File: src/rtl/sobel_dma_ctrl.sv
// Sobel AFU request sequencer: turns one programmed job into CCI-P c0 read and
// c1 write requests plus a DSM completion write. SOBEL_DMA_PERF_EN builds the job cycle counter.
module sobel_dma_ctrl #(
  parameter int MAX_OUTSTANDING = 64,
  parameter int LINE_W          = 42
) (
  input  logic              clk,
  input  logic              reset_n,
  input  logic              ctl_start,
  input  logic              ctl_stop,
  input  logic [63:0]       src_addr,
  input  logic [63:0]       dst_addr,
  input  logic [63:0]       dsm_addr,
  input  logic [31:0]       size,
  input  logic              c0_almfull,
  input  logic              c1_almfull,
  output logic              rd_req_valid,
  output logic [LINE_W-1:0] rd_req_addr,
  input  logic              rd_rsp_valid,
  input  logic              out_line_valid,
  output logic              out_line_ready,
  output logic              wr_req_valid,
  output logic [LINE_W-1:0] wr_req_addr,
  output logic              wr_req_is_dsm,
  input  logic              wr_rsp_valid,
  output logic              busy,
  output logic              done,
  output logic              aborted,
  output logic [31:0]       perf_cycles
);
  localparam int OW = $clog2(MAX_OUTSTANDING) + 1;

  typedef enum logic [2:0] {S_IDLE, S_RUN, S_DSM, S_WAIT_DSM, S_DRAIN} state_e;

  state_e              state_q, state_d;
  logic [26:0]         lines_q;
  logic [LINE_W-1:0]   src_q, dst_q, dsm_q;
  logic [26:0]         rd_issued_q, rd_done_q, wr_issued_q, wr_done_q;
  logic [OW-1:0]       outst_q;
  logic                dsm_pend_q;
  logic                rd_req_valid_q, wr_req_valid_q, wr_is_dsm_q;
  logic [LINE_W-1:0]   rd_req_addr_q, wr_req_addr_q;
  logic                busy_q, done_q, aborted_q;

  logic                start, rd_go, wr_go, dsm_go, set_done, set_abort;
  logic                rd_rsp_acc, wr_rsp_acc, dsm_rsp;
  logic [32:0]         size_rnd;
  logic [26:0]         lines_in, wr_done_nx;
  logic [LINE_W-1:0]   rd_addr_d, wr_addr_d;
  logic                unused_bits;

  assign size_rnd   = {1'b0, size} + 33'd63;
  assign lines_in   = size_rnd[32:6];

  // Responses outside a job or beyond what was issued are dropped, so counters saturate.
  assign rd_rsp_acc = rd_rsp_valid && (state_q != S_IDLE) && (rd_done_q < rd_issued_q);
  assign wr_rsp_acc = wr_rsp_valid && (state_q != S_IDLE) && (wr_done_q < wr_issued_q);
  assign dsm_rsp    = wr_rsp_valid && (state_q != S_IDLE) && !wr_rsp_acc && dsm_pend_q;
  assign wr_done_nx = wr_done_q + 27'(wr_rsp_acc);

  always_comb begin
    state_d   = state_q;
    start     = 1'b0;
    rd_go     = 1'b0;
    wr_go     = 1'b0;
    dsm_go    = 1'b0;
    set_done  = 1'b0;
    set_abort = 1'b0;
    unique case (state_q)
      S_IDLE: begin
        if (ctl_start) begin
          start = 1'b1;
          if (lines_in == '0) begin
            dsm_go  = !c1_almfull;
            state_d = c1_almfull ? S_DSM : S_WAIT_DSM;
          end else begin
            rd_go   = !c0_almfull;
            state_d = S_RUN;
          end
        end
      end
      S_RUN: begin
        if (ctl_stop) begin
          state_d = S_DRAIN;
        end else begin
          rd_go = (rd_issued_q < lines_q) && (outst_q < OW'(MAX_OUTSTANDING)) && !c0_almfull;
          wr_go = out_line_valid && (wr_issued_q < lines_q) && !c1_almfull;
          // Decide the DSM write in the same cycle as the last data response.
          if (wr_done_nx == lines_q) begin
            dsm_go  = !c1_almfull;
            state_d = c1_almfull ? S_DSM : S_WAIT_DSM;
          end
        end
      end
      S_DSM: begin
        if (ctl_stop) state_d = S_DRAIN;
        else if (!c1_almfull) begin
          dsm_go  = 1'b1;
          state_d = S_WAIT_DSM;
        end
      end
      S_WAIT_DSM: begin
        if (ctl_stop) state_d = S_DRAIN;
        else if (dsm_rsp) begin
          set_done = 1'b1;
          state_d  = S_IDLE;
        end
      end
      S_DRAIN: begin
        if ((rd_issued_q == rd_done_q) && (wr_issued_q == wr_done_q) && !dsm_pend_q) begin
          set_abort = 1'b1;
          state_d   = S_IDLE;
        end
      end
      default: state_d = S_IDLE;
    endcase
  end

  assign rd_addr_d = start ? src_addr[LINE_W+5:6] : src_q + LINE_W'(rd_issued_q);
  assign wr_addr_d = dsm_go ? (start ? dsm_addr[LINE_W+5:6] : dsm_q)
                            : dst_q + LINE_W'(wr_issued_q);

  always_ff @(posedge clk) begin
    if (!reset_n) begin
      state_q        <= S_IDLE;
      lines_q        <= '0;
      src_q          <= '0;
      dst_q          <= '0;
      dsm_q          <= '0;
      rd_issued_q    <= '0;
      rd_done_q      <= '0;
      wr_issued_q    <= '0;
      wr_done_q      <= '0;
      outst_q        <= '0;
      dsm_pend_q     <= 1'b0;
      rd_req_valid_q <= 1'b0;
      rd_req_addr_q  <= '0;
      wr_req_valid_q <= 1'b0;
      wr_req_addr_q  <= '0;
      wr_is_dsm_q    <= 1'b0;
      busy_q         <= 1'b0;
      done_q         <= 1'b0;
      aborted_q      <= 1'b0;
    end else begin
      state_q <= state_d;
      if (start) begin
        lines_q <= lines_in;
        src_q   <= src_addr[LINE_W+5:6];
        dst_q   <= dst_addr[LINE_W+5:6];
        dsm_q   <= dsm_addr[LINE_W+5:6];
      end
      rd_issued_q <= (start ? '0 : rd_issued_q) + 27'(rd_go);
      rd_done_q   <= (start ? '0 : rd_done_q) + 27'(rd_rsp_acc);
      wr_issued_q <= (start ? '0 : wr_issued_q) + 27'(wr_go);
      wr_done_q   <= start ? '0 : wr_done_nx;
      outst_q     <= (start ? '0 : outst_q) + OW'(rd_go) - OW'(rd_rsp_acc);
      if (dsm_go)                dsm_pend_q <= 1'b1;
      else if (start || dsm_rsp) dsm_pend_q <= 1'b0;
      rd_req_valid_q <= rd_go;
      if (rd_go) rd_req_addr_q <= rd_addr_d;
      wr_req_valid_q <= wr_go || dsm_go;
      wr_is_dsm_q    <= dsm_go;
      if (wr_go || dsm_go) wr_req_addr_q <= wr_addr_d;
      busy_q    <= (state_d != S_IDLE);
      done_q    <= !start && (done_q || set_done);
      aborted_q <= !start && (aborted_q || set_abort);
    end
  end

`ifdef SOBEL_DMA_PERF_EN
  logic [31:0] perf_q;
  always_ff @(posedge clk) begin
    if (!reset_n)                           perf_q <= '0;
    else if (start)                         perf_q <= '0;
    else if (busy_q && !done_q && !aborted_q) perf_q <= perf_q + 32'd1;
  end
  assign perf_cycles = perf_q;
`else
  assign perf_cycles = '0;
`endif

  assign rd_req_valid   = rd_req_valid_q;
  assign rd_req_addr    = rd_req_addr_q;
  assign wr_req_valid   = wr_req_valid_q;
  assign wr_req_addr    = wr_req_addr_q;
  assign wr_req_is_dsm  = wr_is_dsm_q;
  assign out_line_ready = wr_req_valid_q && !wr_is_dsm_q;
  assign busy           = busy_q;
  assign done           = done_q;
  assign aborted        = aborted_q;

  assign unused_bits = ^{src_addr, dst_addr, dsm_addr};

endmodule

File: config.mk
export PLATFORM = sky130hd
export DESIGN_NAME = sobel_dma_ctrl
export DESIGN_NICKNAME = d
export VERILOG_FILES = /design/src/rtl/sobel_dma_ctrl.sv
export SDC_FILE = /design/constraint.sdc
export NUM_CORES = 1
export LEC_CHECK = 0
export ABC_AREA = 1
export CAP_MARGIN = 20
export CORE_MARGIN = 5
export CORE_UTILIZATION = 50
export CTS_BUF_LIST = sky130_fd_sc_hd__clkbuf_4
export DETAILED_ROUTE_END_ITERATION = 16
export PLACE_DENSITY = 0.78
export SLEW_MARGIN = 20
export SYNTH_ARGS = -nofsm -noshare
export SYNTH_HDL_FRONTEND = slang
export SYNTH_SLANG_ARGS = --single-unit
export TNS_END_PERCENT = 10
File: constraint.sdc
create_clock -name clk -period 3.98 [get_ports clk]
set_input_delay 0.597 -clock clk [delete_from_list [all_inputs] [get_ports clk]]
set_output_delay 0.597 -clock clk [all_outputs]
set_load 0.01 [all_outputs]
; Yosys cells after proc, flatten, opt, wreduce, memory -nomap -nowiden
; Cells that the tools add are included.
[op_classes]
add_sub_neg = 9
order_cmp = 5
n_eq_ne = 7
n_mux = 40
n_bitwise = 1
reduce_logical = 31
[ops]
columns = op, n
row1 = 42-bit two-way mux, 3
row2 = 27-bit by 1-bit adder with 27-bit output, 4
row3 = 27-bit less-than comparator, 4
row4 = 42-bit by 27-bit adder with 42-bit output, 2
row5 = 27-bit == test, 3
row6 = 27-bit two-way mux, 3
row7 = 32-bit by 6-bit adder with 33-bit output (second input constant), 1
row8 = 27-bit logical NOT, 1
row9 = 3-bit two-way mux, 8
row10 = 1-bit two-way mux, 21
row11 = 1-bit logical AND, 15
row12 = 3-bit one-hot mux with 5 select lines, 1
row13 = 7-bit by 1-bit adder with 7-bit output, 1
row14 = 7-bit less-than comparator (second input constant), 1
row15 = 7-bit two-way mux, 1
row16 = 7-bit by 1-bit subtractor with 7-bit output, 1
row17 = 3-bit by 2-bit == test with 1-bit output (second input constant), 2
row18 = 1-bit logical NOT, 6
row19 = 3-bit nonzero test, 2
row20 = 1-bit logical OR, 4
row21 = 3-bit by 1-bit == test with 1-bit output (second input constant), 1
row22 = 3-bit == test (second input constant), 1
row23 = 3-bit logical NOT, 1
row24 = 1-bit one-hot mux with 3 select lines, 1
row25 = 5 further kinds, 5
[totals]
regBits = 362
input_bits = 233
out_inout_bits = 123
elab_cells = 112

; Depth between registers and ports, before layout
[depth]
depth_word = 11
mapped_depth = 30
ltp_nobuf = 29

; Least setup slack after synthesis
; Ideal clock, no wire load.
[synth_path]
kind = input-to-reg
startpoint = input size[6]
endpoint = register rd_issued_q[26]
setup_ns = 0.058
arrival_time_ns = 3.748
required_time_ns = 3.922
path_slack_ns = 0.174
stages = 29
path_buffers = 2
path_cell_list = buf_4 > nand2_2 > nor2_4 > nand2_2 > nor2_4 > nand2_1 > nand2_1 > nand2_1 > nand3_1 > nor2_1 > nand3_1 > o21ai_1 > nand2_1 > nand2_1 > inv_2 > clkbuf_1 > ha_1 > ha_1 > nand2_1 > inv_1 > nand2_1 > nor2_1 > nand2_1 > nor2_1 > nand4_1 > nor2_2 > nand4_1 > a21oi_1 > o21a_1
[synth_via]
elab_chain_len = 6
[synth_lines]
columns = element, line_no
row1 = start: declaration, 14  ; input logic [31:0] size,
row2 = 32-bit by 6-bit adder with 33-bit output, 52  ; assign size_rnd = {1'b0, size} + 33'd63;
row3 = 27-bit logical NOT, 73  ; if (lines_in == '0) begin
row4 = 1-bit two-way mux, 73
row5 = 1-bit two-way mux, 71  ; if (ctl_start) begin
row6 = 1-bit one-hot mux with 2 select lines, 69  ; unique case (state_q)
row7 = via rd_go, 45  ; logic start, rd_go, wr_go, dsm_go, set_done, set_abort;
row8 = 27-bit by 1-bit adder with 27-bit output, 152  ; rd_issued_q <= (start ? '0 : rd_issued_q) + 27'(rd_go);
row9 = end signal: assignment, 152
row10 = end: declaration, 38  ; logic [26:0] rd_issued_q, rd_done_q, wr_issued_q, wr_done_q;
; The timed path passes the listed nets, and every way through them passes these cells.
; A chain may end at the register's enable or synchronous reset.

; Worst setup path after layout
[layout_path]
startpoint = register wr_issued_q[1]
endpoint = register wr_req_addr_q[12] (netlist: wr_req_addr[12])
[layout_via]
elab_chain_len = 8
word_cells_on_any_way = 15
cone_classes = 2 x add/sub / 2 x order compare / 1 x eq/ne / 6 x mux / 4 x reduce/logical
[layout_lines]
columns = element, line_no
row1 = start: declaration, 38
row2 = start signal: assignment, 154  ; wr_issued_q <= (start ? '0 : wr_issued_q) + 27'(wr_go);
row3 = 27-bit less-than comparator, 57  ; assign wr_rsp_acc = wr_rsp_valid && (state_q != S_IDLE) && (wr_done_q < wr_issued_q);
row4 = 1-bit logical AND, 57
row5 = 27-bit by 1-bit adder with 27-bit output, 59  ; assign wr_done_nx = wr_done_q + 27'(wr_rsp_acc);
row6 = 27-bit == test, 89  ; if (wr_done_nx == lines_q) begin
row7 = 1-bit two-way mux, 89
row8 = 1-bit two-way mux, 83  ; if (ctl_stop) begin
row9 = 1-bit one-hot mux with 3 select lines, 69
row10 = 42-bit two-way mux or 1-bit logical OR (tied branches), "120, 163"
row11 = end signal: assignment, 163  ; if (wr_go || dsm_go) wr_req_addr_q <= wr_addr_d;
row12 = end: declaration, 42  ; logic [LINE_W-1:0] rd_req_addr_q, wr_req_addr_q;
; Parallel ways exist; a longest one is shown, timed or not.

==> results.txt <==
----------------------------------------------------
[Run status]
  Run status ... finished, violations left
  Failing checks ... setup timing

[Global route]
  Pin count of the biggest net entering global routing ... roughly 170
  First-pass GRT wire length ... 127 mm
  GR Overflow Total ... 0
  Number of global-route vias before repair ... roughly 25,000
  Initial antenna violation count ... 4
  Global-route usage over all layers ... 0.295
  Top Usage Layer GRT ... met2
  Met2 Use GR ... 0.472
  GR met3 Demand/Resource ... 0.0602
  Global-route track usage on met1 ... 0.386

[Clock network]
  Clk Latency, worst-skew pair ... 0.88 ns
  Clock tree from TritonCTS ... yes
  CTS clock-pin slew for the worst setup and hold paths ... 0.07 ns
  Maximum number of buffers from clock root to sink ... 3
  H-tree levels ... 3
  Number of buffers created by CTS ... 99
  Count of hold buffers inserted by post-cts repair ... 0
  Cell chosen for the clock root ... sky130_fd_sc_hd__clkbuf_4
  Number of clock sinks ... ~360

[Cells and area]
  Area added between synthesis and finish ... 29.0%
  Count of fill cells added during filler insertion ... around 4,200
  Reg area ... ~7300 µm²
  Post-route cell area ... ~31,000 µm²
  Share of post-route cells with drive strength above 1 ... 0.153
  Area used by multi-input combinational logic ... 14,700 µm²
  Final net count ... around 4,600

[Synthesis]
  Synth async-reset ratio ... 0
  Main synth FF type ... sky130_fd_sc_hd__dfxtp_1
  Most numerous cell in the Yosys netlist ... sky130_fd_sc_hd__nand2_1
  Number of standard cells after synthesis ... around 3,700
  Flops & latches, synth ... 362
  Area leader, netlist ... sky130_fd_sc_hd__dfxtp_1
  Top area cells in the synthesized netlist ... sky130_fd_sc_hd__dfxtp_1 (30%), sky130_fd_sc_hd__nand2_1 (15%), sky130_fd_sc_hd__ha_1 (9.2%)
  Avg Synthesized Cell Area ... approximately 6.5 µm²
  Post-synth EDFFs ... 0
  Synth Cell Area ... between 20,000 and 25,000 µm²
  Post-synthesis cell type count ... between 50 and 60
  Sequential element share of the synthesized area ... 0.305
  Share of Yosys cell area claimed by the top area cell type ... 0.305
  Total number of yosys warnings ... 0
  Commonest cells post-synth ... sky130_fd_sc_hd__nand2_1 (949), sky130_fd_sc_hd__inv_1 (431), sky130_fd_sc_hd__nor2_1 (421), sky130_fd_sc_hd__dfxtp_1 (362), sky130_fd_sc_hd__nand3_1 (233)

[Route]
  DRT Wirelength ... between 80 and 90 mm
  Post-detailed-route count of antenna-violating nets ... 0
  DRC violation count after routing ... 0
  Detailed Routing Iterations Pass 1 ... 6
  Per-cell via count in the routed design ... between 5 and 6
  WL per Instance ... between 15 and 20 µm
  Violation count after the first detailed-route iteration ... about 2,300
  Number of vias after detailed routing ... ~27,000

[Setup path]
  Slowest cell on crit path ... sky130_fd_sc_hd__dfxtp_2
  Critical Path Sink ... wr_req_addr[12]
  Maximum net fanout on the critical path ... 7
  Reg-to-Reg Start ... wr_issued_q[1]
  Critical path startpoint category ... flip-flop
  Crit Path Class ... reg -> reg
  Crit-path most repeated cell ... sky130_fd_sc_hd__nand2_2
  Endpoint of the most critical register-to-register path ... wr_req_addr[12]
  Crit path largest cell delay ... 0.34 ns
  Cell family with the largest share of critical-path delay ... simple AND/OR/NAND/NOR gates
  Worst setup path start ... wr_issued_q[1]
  Data required time of the critical path ... ~4.7 ns
  Buffer and inverter count on the worst path ... 6
  Data arrival time of the critical path ... 4.91 ns
  Critical Path Stages ... 32
  Critical path endpoint category ... flip-flop
  Path depth of the worst reg2reg path ... 32
  Reg-to-reg setup timing slack ... -0.21 ns

[STA]
  Min Clock Period, post-route ... around 4.2 ns
  Tightest slew margin relative to the limit ... 0.329
  Number of hold violations in the final report ... 0
  Worst-case hold slack ... between 0.2 and 0.25 ns
  Max-slew violation count ... 0
  Finish-stage setup viols ... 46
  Final worst setup slack ... -0.212 ns
  Max Clock Freq ... 0.239 GHz
  Worst clock skew ... ~0.068 ns
  Period Utilization, post-route ... 1.05
  Measured slew at the worst slew-check pin ... 1.00 ns
  Total negative slack ... -5.87 ns
  Unrepaired setup endpoints after global routing ... yes

[Floorplan]
  Overall die area ... roughly 52,000 µm²
  Initial core utilization ... 0.502
  Core area ... about 47,000 µm²
  Number of I/O pins ... between 300 and 400
  Number of rows in the core area ... 80
  X dimension of the die ... around 230 µm
  Chip height ... about 230 µm

[Power and ir drop]
  Power Dens Cells ... roughly 300 nW/µm²
  Max rail drop VDD ... roughly 240 µV
  Switching power summed over all nets ... approximately 0.0028 W
  Leakage ... between 10 and 15 nW
  Overall power consumption ... a little over 0.009 W
  Combinational group share of total power ... 0.188
  Net Sw Frac ... 0.305
  Clock network fraction of total power ... 0.376
  Internal power ... 0.00630 W
  Part of the total power dissipated in sequential elements ... 0.436

[Flow run]
  Number of max-cap violations ... 0

[Placed design]
  Placed standard-cell area ... 28,500 µm²
  RD Place Congestion ... slightly above 1
  Count of buffers inserted at the top-level ports ... 257
  HPWL after detailed placement ... 61.1 mm

[Worst hold path]
  Path type of the worst min-delay path ... in -> reg
  WHS Path Cells ... 3

----------------------------------------------------
-- through the flow --
step | setup slack (ns) | instances | util
floorplan | 0.174 | 3698 | -
global placement | -0.404 | 4680 | 0.603
detailed placement | -0.458 | 4680 | 0.603
CTS | 0.00915 | 4878 | 0.642
global route | -0.317 | 4883 | 0.648
finish | -0.212 | 4885 | 0.648
-- power groups by stage --
| stage | Clock (W) | Sequential (W) | Combinational [W] |
|---|---|---|---|
| floorplan | 0 | 0.00402 | 0.000957 |
| CTS | 0.00346 | 0.00395 | 0.00167 |
| global route | 0.00366 | 0.00397 | 0.00187 |
| finish | 0.00341 | 0.00395 | 0.00170 |
| global placement | 0 | 0.00402 | 0.00164 |
| detailed placement | 0 | 0.00403 | 0.00165 |
-- timing repair --
| item | CTS | global route |
|---|---|---|
| resized for setup | 89 | 72 |
| setup endpoints to repair | 48 | 76 |
| pin swaps | 39 | 45 |
| endpoints found under the hold margin | 0 | 0 |
| gates cloned | 2 | 0 |
| buffers inserted | 32 | 4 |
-- area by class of cell --
cell class / count / area share
clock buffer: 146 / 0.0357
antenna: 3 / 0.000245
clock inverter: 19 / 0.00428
tap: 615 / 0.0251
multi-input combinational: 2737 / 0.480
sequential: 362 / 0.237
inverter: 442 / 0.0545
timing repair buffer: 561 / 0.163
-- worst register-to-register path: cells and delay by family (launching register included) --
kind                       cells  cell delay, ns
and+or+nand+nor               19            1.96
adders and majority gates      3            0.57
AOI/OAI and AO/OA              4            0.46
DFF                            1            0.34
buffers and inverters          6            0.74
-- flip-flops by register name (all words and copies together) (netlist names), 3 cells and up --
| signal | cells |
|---|---|
| state_q | 3 |
| rd_req_addr | 42 |
| outst_q | 7 |
| dsm_q | 42 |
| wr_req_addr | 42 |
| rd_issued_q | 27 |
| wr_done_q | 27 |
| src_q | 42 |
| lines_q | 27 |
| wr_issued_q | 27 |
| dst_q | 42 |
| rd_done_q | 27 |
-- logic make-up after synthesis --
family	Yosys count	share of synthesized area
and+or+nand+nor	1897	0.342
other	1	0.000158
muxes	3	0.00126
xor gates and xnor gates	57	0.0233
DFF	362	0.305
adders and majority gates	178	0.0946
AOI/OAI and AO/OA	570	0.130
buffers and inverters	599	0.103
-- placed cells by master, fill, tap and decap left out, types with 5 or more instances in the layout --
master                            instances
sky130_fd_sc_hd__o21a_1                  16
sky130_fd_sc_hd__or2_2                   32
sky130_fd_sc_hd__inv_2                   24
sky130_fd_sc_hd__a21o_1                  12
sky130_fd_sc_hd__conb_1                  32
sky130_fd_sc_hd__dfxtp_1                341
sky130_fd_sc_hd__inv_1                  411
sky130_fd_sc_hd__a21oi_1                224
sky130_fd_sc_hd__a21oi_2                  8
sky130_fd_sc_hd__nand2_1                928
sky130_fd_sc_hd__buf_12                   8
sky130_fd_sc_hd__o21ai_1                 15
sky130_fd_sc_hd__nor3_1                  60
sky130_fd_sc_hd__clkdlybuf4s50_1        256
sky130_fd_sc_hd__a31oi_1                 23
sky130_fd_sc_hd__nand4_1                127
sky130_fd_sc_hd__nor2_2                  25
sky130_fd_sc_hd__nand3b_1                13
sky130_fd_sc_hd__nand3_2                  9
sky130_fd_sc_hd__xnor2_1                 10
sky130_fd_sc_hd__ha_1                   158
sky130_fd_sc_hd__clkbuf_4               146
sky130_fd_sc_hd__xor2_1                  43
sky130_fd_sc_hd__dfxtp_2                 21
sky130_fd_sc_hd__o211ai_1                 5
sky130_fd_sc_hd__nor3b_1                  7
sky130_fd_sc_hd__nor2_1                 400
sky130_fd_sc_hd__o22ai_1                 20
sky130_fd_sc_hd__buf_4                  291
sky130_fd_sc_hd__nand2_2                 22
sky130_fd_sc_hd__clkinv_1                15
sky130_fd_sc_hd__o21bai_1                12
sky130_fd_sc_hd__nand3_1                224
sky130_fd_sc_hd__nor4_1                  19
sky130_fd_sc_hd__ha_4                    17
sky130_fd_sc_hd__nor2_4                  12
sky130_fd_sc_hd__clkinv_2                 5
sky130_fd_sc_hd__o21ai_0                214
-- metal layers --
metal,vias to the layer above,share of wire
li1,13100,-
met1,12100,0.42
met2,1121,0.45
met3,231,0.088
met4,4,0.046
met5,-,0.00029
-- worst min-delay path by stage --
stage	from	end	slack [ns]
floorplan	dsm_q[12]	dsm_q[12]	0.42
global placement	dsm_q[8]	dsm_q[8]	0.43
detailed placement	dsm_q[22]	dsm_q[22]	0.44
CTS	reset_n	wr_req_addr[35]	0.17
global route	reset_n	wr_req_addr[35]	0.22
finish	reset_n	wr_req_addr[35]	0.22
Power figures use the tool's default switching activity.
